`config.mk`:
```
export PLATFORM = sky130hd
export DESIGN_NAME = blink_sequencer
export DESIGN_NICKNAME = d
export VERILOG_FILES = /design/src/rtl/blink_pkg.sv /design/src/rtl/blink_core.sv /design/src/rtl/blink_sequencer.sv
export SDC_FILE = /design/constraint.sdc
export NUM_CORES = 1
export LEC_CHECK = 0
export CORE_ASPECT_RATIO = 0.6
export CORE_MARGIN = 2
export CORE_UTILIZATION = 60
export CTS_BUF_LIST = sky130_fd_sc_hd__clkbuf_4
export CTS_CLUSTER_SIZE = 25
export DETAILED_ROUTE_END_ITERATION = 16
export GPL_TIMING_DRIVEN = 0
export PLACE_DENSITY = 0.85
export SYNTH_ARGS = -nofsm -noshare
export SYNTH_HDL_FRONTEND = slang
export SYNTH_SLANG_ARGS = --single-unit
```
`constraint.sdc`:
```
create_clock -name clk -period 3.6 [get_ports clk]
set_clock_uncertainty 0.15 [all_clocks]
set_input_delay 0.54 -clock clk [delete_from_list [all_inputs] [get_ports clk]]
set_output_delay 0.54 -clock clk [all_outputs]
set_load 0.05 [all_outputs]
```
`src/rtl/blink_pkg.sv`:
```
// rtl/blink_pkg.sv - shared defaults and FSM state type for the blink sequencer
package blink_pkg;

   // Default build: 50 MHz board clock, 4-entry table, 3 blinks per step
   localparam int TICKS_PER_MS_DEF = 50000;
   localparam int DEPTH_DEF        = 4;
   localparam int REPEATS_DEF      = 3;
   localparam int PW_DEF           = 14;

   // Playback sequencer states
   typedef enum logic [1:0] {
      IDLE  = 2'd0,
      FETCH = 2'd1,
      BLINK = 2'd2,
      NEXT  = 2'd3
   } state_e;

endpackage

```
`src/rtl/blink_core.sv`:
```
// rtl/blink_core.sv - ms/phase/repeat counters and duty-cycle compare for one step
module blink_core
   import blink_pkg::*;
#(
   parameter int TICKS_PER_MS = TICKS_PER_MS_DEF,
   parameter int REPEATS      = REPEATS_DEF,
   parameter int PW           = PW_DEF
) (
   input  logic          clk,
   input  logic          rst,
   input  logic          start_i,   // clear all counters (step is being fetched)
   input  logic          en_i,      // advance counters this cycle
   input  logic [PW-1:0] p_i,       // period in ms, already forced to >= 1
   output logic          led_raw_o, // ph*4 < P, unregistered
   output logic          done_o     // last cycle of the last repeat
);

   localparam int MSW = (TICKS_PER_MS > 1) ? $clog2(TICKS_PER_MS) : 1;
   localparam int RW  = (REPEATS > 1) ? $clog2(REPEATS + 1) : 1;

   logic [MSW-1:0] ms_cnt_q;
   logic [PW-1:0]  ph_q;
   logic [RW-1:0]  rep_q;

   logic ms_wrap;
   logic ph_wrap;
   logic rep_last;

   assign ms_wrap  = (ms_cnt_q == MSW'(TICKS_PER_MS - 1));
   assign ph_wrap  = (ph_q == (p_i - PW'(1)));
   assign rep_last = (rep_q == RW'(REPEATS - 1));

   // Widened by two bits so ph*4 can never overflow before the compare
   assign led_raw_o = ({ph_q, 2'b00} < {2'b00, p_i});
   assign done_o    = en_i && ms_wrap && ph_wrap && rep_last;

   // ms_cnt rolls every ms, ph every period, rep every REPEATS periods
   always_ff @(posedge clk) begin
      if (rst || start_i) begin
         ms_cnt_q <= '0;
         ph_q     <= '0;
         rep_q    <= '0;
      end else if (en_i) begin
         if (ms_wrap) begin
            ms_cnt_q <= '0;
            if (ph_wrap) begin
               ph_q  <= '0;
               rep_q <= rep_last ? '0 : rep_q + RW'(1);
            end else begin
               ph_q <= ph_q + PW'(1);
            end
         end else begin
            ms_cnt_q <= ms_cnt_q + MSW'(1);
         end
      end
   end

endmodule

```
`src/rtl/blink_sequencer.sv`:
```
// rtl/blink_sequencer.sv - key-programmed LED blink period sequencer
module blink_sequencer
   import blink_pkg::*;
#(
   parameter int TICKS_PER_MS = TICKS_PER_MS_DEF,
   parameter int DEPTH        = DEPTH_DEF,   // power of 2, >= 2
   parameter int REPEATS      = REPEATS_DEF,
   parameter int PW           = PW_DEF
) (
   input  logic                       clk,
   input  logic                       rst,
   input  logic                       key_load_n,
   input  logic                       key_run_n,
   input  logic [PW-1:0]              sw,
   output logic                       led,
   output logic                       running,
   output logic [$clog2(DEPTH)-1:0]   step_idx,
   output logic [$clog2(DEPTH):0]     n_steps
);

   localparam int IW = $clog2(DEPTH);
   localparam logic [IW:0] DEPTH_N = (IW + 1)'(DEPTH);

   // [0],[1] are the synchroniser stages, [2] is the previous synced level
   logic [2:0]      load_sync_q;
   logic [2:0]      run_sync_q;
   logic            load_p_q;
   logic            run_p_q;

   logic [PW-1:0]   table_q [DEPTH];
   logic [IW-1:0]   wr_ptr_q;
   logic [IW:0]     n_steps_q;
   logic [IW-1:0]   step_idx_q;
   logic [PW-1:0]   p_q;
   logic            running_q;
   logic            led_q;
   state_e          state_q;

   logic            table_we;
   logic [PW-1:0]   fetch_p;
   logic            core_start;
   logic            core_en;
   logic            led_raw;
   logic            core_done;

   // A simultaneous run press wins over load, so load only writes when run is quiet
   assign table_we   = (state_q == IDLE) && load_p_q && !run_p_q;
   assign fetch_p    = (table_q[step_idx_q] == '0) ? PW'(1) : table_q[step_idx_q];
   assign core_start = (state_q == FETCH);
   assign core_en    = (state_q == BLINK);

   // Synchronise both keys and turn each press (falling edge) into a 1-cycle pulse
   always_ff @(posedge clk) begin
      if (rst) begin
         load_sync_q <= 3'b111;
         run_sync_q  <= 3'b111;
         load_p_q    <= 1'b0;
         run_p_q     <= 1'b0;
      end else begin
         load_sync_q <= {load_sync_q[1:0], key_load_n};
         run_sync_q  <= {run_sync_q[1:0], key_run_n};
         load_p_q    <= load_sync_q[2] && !load_sync_q[1];
         run_p_q     <= run_sync_q[2] && !run_sync_q[1];
      end
   end

   // Step table: plain registers, contents left as-is by reset
   always_ff @(posedge clk) begin
      if (table_we) begin
         table_q[wr_ptr_q] <= sw;
      end
   end

   blink_core #(
      .TICKS_PER_MS (TICKS_PER_MS),
      .REPEATS      (REPEATS),
      .PW           (PW)
   ) u_core (
      .clk       (clk),
      .rst       (rst),
      .start_i   (core_start),
      .en_i      (core_en),
      .p_i       (p_q),
      .led_raw_o (led_raw),
      .done_o    (core_done)
   );

   // Playback FSM with table pointers and registered outputs
   always_ff @(posedge clk) begin
      if (rst) begin
         state_q    <= IDLE;
         running_q  <= 1'b0;
         led_q      <= 1'b0;
         step_idx_q <= '0;
         wr_ptr_q   <= '0;
         n_steps_q  <= '0;
         p_q        <= '0;
      end else begin
         // led is only driven while the counters are live in BLINK
         led_q <= running_q && (state_q == BLINK) && led_raw;

         case (state_q)
            IDLE: begin
               if (run_p_q) begin
                  if (n_steps_q != '0) begin
                     state_q    <= FETCH;
                     step_idx_q <= '0;
                     running_q  <= 1'b1;
                  end
               end else if (load_p_q) begin
                  wr_ptr_q <= wr_ptr_q + IW'(1);
                  if (n_steps_q != DEPTH_N) begin
                     n_steps_q <= n_steps_q + (IW + 1)'(1);
                  end
               end
            end
            FETCH: begin
               p_q     <= fetch_p;
               state_q <= BLINK;
            end
            BLINK: begin
               if (core_done) begin
                  state_q <= NEXT;
               end
            end
            NEXT: begin
               if (({1'b0, step_idx_q} + (IW + 1)'(1)) == n_steps_q) begin
                  step_idx_q <= '0;
               end else begin
                  step_idx_q <= step_idx_q + IW'(1);
               end
               state_q <= FETCH;
            end
            default: begin
               state_q <= IDLE;
            end
         endcase

         // Run pressed during playback stops it; step_idx is left where it was
         if (run_p_q && (state_q != IDLE)) begin
            state_q   <= IDLE;
            running_q <= 1'b0;
            led_q     <= 1'b0;
         end
      end
   end

   assign led      = led_q;
   assign running  = running_q;
   assign step_idx = step_idx_q;
   assign n_steps  = n_steps_q;

endmodule
```
==> Yosys cells after proc, flatten, opt, wreduce, memory -nomap -nowiden <==
Memories as Yosys holds them, arrays and structs flattened. A register that Yosys moved wholly into a read port is not among the register bits.
Cells that the tools add are included.
{ "word_totals": {"regBits": 65, "ram_bits": 56, "in_bits": 18, "output_inout_bits": 7, "wordCells": 79, "n_memories": 1} }
{ "mem_list": {"columns": ["name", "words", "word_bits", "read_ports", "rd_ports_with_merged_regs", "wr", "line_no", "source"], "rows": [
  ["table_q", 4, 14, 1, 1, 1, "blink_sequencer.sv:30", "logic [PW-1:0] table_q [DEPTH];"]
]} }
{ "op_classes": {"n_addsub": 8, "magnitude_cmp": 1, "n_eq_ne": 11, "n_mux": 16, "n_bitwise": 1, "n_reduce_logical": 27} }
{ "ops": {"columns": ["op", "count"], "rows": [
  ["$mux 14", 2],
  ["$mux 2", 9],
  ["$add 16x1->16 const B", 1],
  ["$eq 16x16->1 const B", 1],
  ["$lt 16x14->1", 1],
  ["$mux 16", 1],
  ["$reduce_and 3->1", 5],
  ["$add 14x1->14 const B", 1],
  ["$eq 14x14->1", 1],
  ["$logic_not 14->1", 1],
  ["$sub 14x1->14 const B", 1],
  ["$logic_and 1x1->1", 10],
  ["$pmux 2 s4", 1],
  ["$add 2x1->2 const B", 3],
  ["$eq 2x2->1 const B", 3],
  ["$ne 2x2->1 const B", 2],
  ["$pmux 2 s2", 1],
  ["$reduce_and 4->1", 1],
  ["$reduce_bool 2->1", 2],
  ["$add 2x1->3 const B", 1],
  ["$add 3x1->3 const B", 1],
  ["$eq 3x3->1", 1],
  ["$logic_not 1->1", 3],
  ["$ne 3x3->1 const B", 1],
  ["9 further kinds", 10]
]} }

==> Depth between registers and ports, before layout <==
{ "depth": {"depth_word": 6, "depth_mapped": 11, "ltp_nobuf": 9} }

==> Hierarchy <==
Synthesis repeated with hierarchy kept, for this count alone.
{ "hier_totals": {"hier_cells": 495, "hier_area_um2": 5774.3} }
{ "by_module_without_submodules": {"columns": ["module", "n_inst", "cells_per_inst", "area_each_um2", "seq_area_each_um2"], "rows": [
  ["blink_sequencer", 1, 220, 3528.4, 2382.3],
  ["blink_core", 1, 275, 2245.9, 640.6]
]} }

==> Least setup slack after synthesis <==
No wires, ideal clock.
{ "synth_timing": {"path_type": "register to register", "startpoint": "register p_q[0]", "endpoint": "register state_q[0]", "setup_ns": 0.068, "t_arrival_ns": 2.703, "t_required_ns": 3.382, "slack_ns": 0.678, "path_stages_with_launch": 12, "n_path_buf": 2, "synth_period_minus_slack_ns": 2.922, "cell_sequence": "dfxtp_1 -> inv_1 -> ha_1 -> buf_2 -> xor2_1 -> or3_4 -> a2111oi_4 -> o32ai_1 -> or4_4 -> buf_6 -> o41ai_2 -> o21bai_2"} }
{ "synth_via": {"elab_chain_cells": 6} }
{ "synth_rtl": {"columns": ["item", "line_no", "source"], "rows": [
  ["start, declared", "blink_sequencer.sv:34", "logic [PW-1:0] p_q;"],
  ["start signal, assigned", "blink_sequencer.sv:118", "p_q <= fetch_p;"],
  ["$sub 14x1->14", "blink_core.sv:30", "assign ph_wrap = (ph_q == (p_i - PW'(1)));"],
  ["$eq 14x14->1", "blink_core.sv:30", null],
  ["$logic_and 1x1->1 (2 in series)", "blink_core.sv:35", "assign done_o = en_i && ms_wrap && ph_wrap && rep_last;"],
  ["$ne 2x2->1 (no line)", null, null],
  ["$reduce_and 3->1 (no line)", null, null],
  ["end signal, assigned", "blink_sequencer.sv:91", "state_q <= IDLE;"],
  ["end signal, assigned", "blink_sequencer.sv:106", "state_q <= FETCH;"],
  ["end signal, assigned", "blink_sequencer.sv:119", "state_q <= BLINK;"],
  ["end, declared", "blink_sequencer.sv:37", "state_e state_q;"]
]} }
Every way passes these cells.
A chain may end at the register's enable or synchronous reset.

==> Final worst setup path <==
{ "layout_timing": {"startpoint": "register p_q[0]", "endpoint": "register u_core.ph_q[6]"} }
{ "layout_via": {"elab_chain_cells": 3} }
{ "layout_rtl": {"columns": ["item", "line_no", "source"], "rows": [
  ["$sub 14x1->14", "blink_core.sv:30", null],
  ["$eq 14x14->1", "blink_core.sv:30", null],
  ["$mux 14", "blink_core.sv:46", "if (ph_wrap) begin"],
  ["end signal, assigned", "blink_core.sv:50", "ph_q <= ph_q + PW'(1);"],
  ["end, declared", "blink_core.sv:22", "logic [PW-1:0] ph_q;"]
]} }
Every way passes these cells.

==> out/metrics.cfg <==
[clocking]
cts_root_buf=clkbuf_4
cts_tree=built
cts_sinks=123
clk_pin_slew_ps=110
insertion_delay_ps=540
clockBufferDepth=2
post-cts-setup-buffer-count=0
cts_max_level=4
cts_buffers=17

[drt]
ant_nets=0
via_count=4278
post_drt_wl_per_cell_um=17.4
drt_iter0_drc=492
wl_um=12400
via_per_inst=6.00
drc=0
drtPass1Iterations=5

[die]
die_h_um=80.5
num_rows=27
fp.dieW_um=131
start_util_pct=62.8
pin_count=25
core_sq_um=9320
dieArea_sq_um=10600

[critical_path]
cp.arrival_ps=3600
crit-reg2reg-launch=p_q[0]
r2r_slack_ps=260
critical_path.endpoint=u_core.ph_q[6]
worstPathRequired_ps=3860
r2r-end=u_core.ph_q[6]
cp_max_fo=10
cp_slowest_cell=or4_4
worstSetupPathType=reg2reg
crit_start=p_q[0]
critPathMaxStageDelay_ps=490
crit_chain=inv_1, ha_1, buf_2, xor2_1, or3_4, a2111oi_4, o32ai_1, or4_4, buf_6, o21ai_2, nor2_1
reg2reg_depth=11
cp-start-kind=flop
worst_setup_path_end_kind=flop

[finish]
drive_above_1_share_pct=11.7
multi_input_area_sq_um=2620
nFillCells=651
seqCellArea_sq_um=3020
fin_util_pct=70.9
fin_area_sq_um=6610
final_cell_mix=nor2_1 (67), dfxtp_1 (67), edfxtp_1 (56)
final_nets=616
area_delta_synth_final_pct=13.0
antennaDiodeCount=0

[logic_synthesis]
synth-edff-count=56
synth-seq-cells=123
synth-xor-area-share_pct=6.14
ys_warn_count=0
synthSimpleGateAreaFrac_pct=17.1
synth-seq-area-share_pct=51.7
synth_compound_area_share_pct=7.46
avgSynthCellArea_sq_um=11.1
synth_top_family_by_area=simple AND/OR/NAND/NOR gates
synth_area_sq_um=5850
synth_fa_ha_area_share_pct=5.99
synth_mux_area_share_pct=7.95
synth_cell_types=57
synthArstFlopShare_pct=0
synth_cells=527
syn_nets=573
synthFlopType=dfxtp_1

[pwr]
p_leak_nw=2.31
powerDensity_nw_per_um2=530
totalPowerFinal_mw=3.51
ir_drop_v=0.000428

[global_route]
grt_max_degree=17
grt_overflow=0
grt_usage_pct=25.1
grt_pass1_vias=4083
grt_first_pass_wirelength_um=20200
antenna_found_initial=0

[sta]
rsz0062_at_grt=no
timing.final.crit_share_pct=92.9
post-route-min-period_ps=3340
hold_viol=0
hold_slack_ps=273
finalSetupViolations=0
slew-limit-headroom_pct=34.8
fin_setup_tns_ps=0
worst_slew_pin_slew_ps=976
drv_slew=0
max_freq_mhz=299

[status]
status=completed

[placement]
port_buffers=24
finalWeightedCongestion=0.969
post-dp-hpwl_um=8760
placed_area_sq_um=6250

[hold_path]
min_path_type=reg2reg

[flow_run]
cap_violations=0

==> metal layers <==
metal / GRT usage, % / vias up / share of wire, % / wire [um]
li1: - / 1996 / - / -
met1: 33.2 / 2039 / 45 / 5530
met2: 40.2 / 218 / 45 / 5590
met3: 7.51 / 25 / 9.0 / 1110
met4: 8.04 / 0 / 1.3 / 164
met5: 0 / - / 0 / 0
==> cells in the mapped netlist, types with 2 or more instances <==
cell	number	share of area, %
a31oi_1	4	0.43
and4_1	3	0.45
nand3_1	15	1.3
nand2b_1	2	0.21
a21o_1	7	0.90
inv_1	30	1.9
nor4bb_1	2	0.34
or4_1	3	0.38
mux4_2	14	5.4
buf_2	4	0.34
xor2_1	20	3.0
nand4_1	17	1.8
edfxtp_1	56	29
and3_1	4	0.43
buf_1	4	0.26
clkbuf_1	13	0.83
nor3b_1	3	0.38
a211oi_1	5	0.64
nand2_1	30	1.9
buf_6	2	0.38
ha_1	28	6.0
nor4_1	9	0.96
o21ai_0	11	0.94
a21oi_1	18	1.5
mux2i_1	15	2.6
nor3_1	9	0.77
a21boi_0	2	0.26
o41ai_1	2	0.30
dfxtp_1	67	23
nor2_1	67	4.3
or3_1	4	0.43
and2_1	5	0.53
and3b_1	2	0.30
xnor2_1	21	3.1
or2_2	7	0.75
==> state kept, by name, summed over array words and instances, names as in the netlist, named ones only <==
signal,count
run_p_q,1
step_idx,2
state_q,2
table_q,56
load_sync_q,3
n_steps,3
u_core.ms_cnt_q,16
p_q,14
wr_ptr_q,2
run_sync_q,3
led,1
running,1
u_core.ph_q,14
u_core.rep_q,2
load_p_q,1
==> cell type report <==
type | instances | share of cell area (%)
Buffer | 23 | 1.61
Clock buffer | 17 | 1.93
Clock inverter | 15 | 3.35
Inverter | 30 | 1.70
Multi-Input combinational cell | 351 | 39.6
Sequential cell | 123 | 45.7
Tap cell | 130 | 2.46
Timing Repair Buffer | 24 | 3.63
==> cells by family (layout without fill, tap and decap cells) <==
| family | after synthesis | after routing |
|---|---|---|
| and+or+nand+nor | 191 | 191 |
| muxes | 29 | 29 |
| DFF | 123 | 123 |
| xor gates and xnor gates | 41 | 41 |
| adders and majority gates | 28 | 28 |
| buffers and inverters | 53 | 109 |
| AOI/OAI and AO/OA | 62 | 62 |
==> critical path: cells and delay by family (launching register included) <==
kind            cells  cell delay [ps]
fa+ha+maj           1              200
xor+xnor            1              160
flops               1              430
buf+inv             3              440
simple gates        3              940
compound gates      3              890
==> worst min path at each step <==
stage	startpoint	endpoint	slack, ps	cells past startpoint
final	run_sync_q[2]	run_p_q	270	2
after global routing	run_sync_q[2]	run_p_q	290	2
after CTS	run_sync_q[2]	run_p_q	280	2
after detailed placement	run_sync_q[0]	run_sync_q[1]	250	1
after global placement	load_sync_q[0]	load_sync_q[1]	250	1
after floorplan	load_sync_q[0]	load_sync_q[1]	240	1
==> report_power, final <==
group	leakage (nW)	total, mW	internal, mW	switching [mW]
Sequential	1.05	1.55	1.50	0.0521
Combinational	1.09	0.791	0.340	0.451
Clock	0.176	1.16	0.621	0.538
Total	2.31	3.51	2.46	1.04
==> repair_timing <==
action	4_1_cts	5_1_grt
hold endpoints to repair	0	0
setup endpoints to repair	0	13
hold buffers	0	0
resized for setup	0	1
==> per-stage QoR <==
| step | setup slack [ps] | std cells |
|---|---|---|
| global placement | 236 | 681 |
| floorplan | 678 | 527 |
| detailed placement | 159 | 681 |
| CTS | 117 | 713 |
| global route | 52.3 | 713 |
| finish | 257 | 713 |
Note: power is estimated with default switching activity, not from simulation.
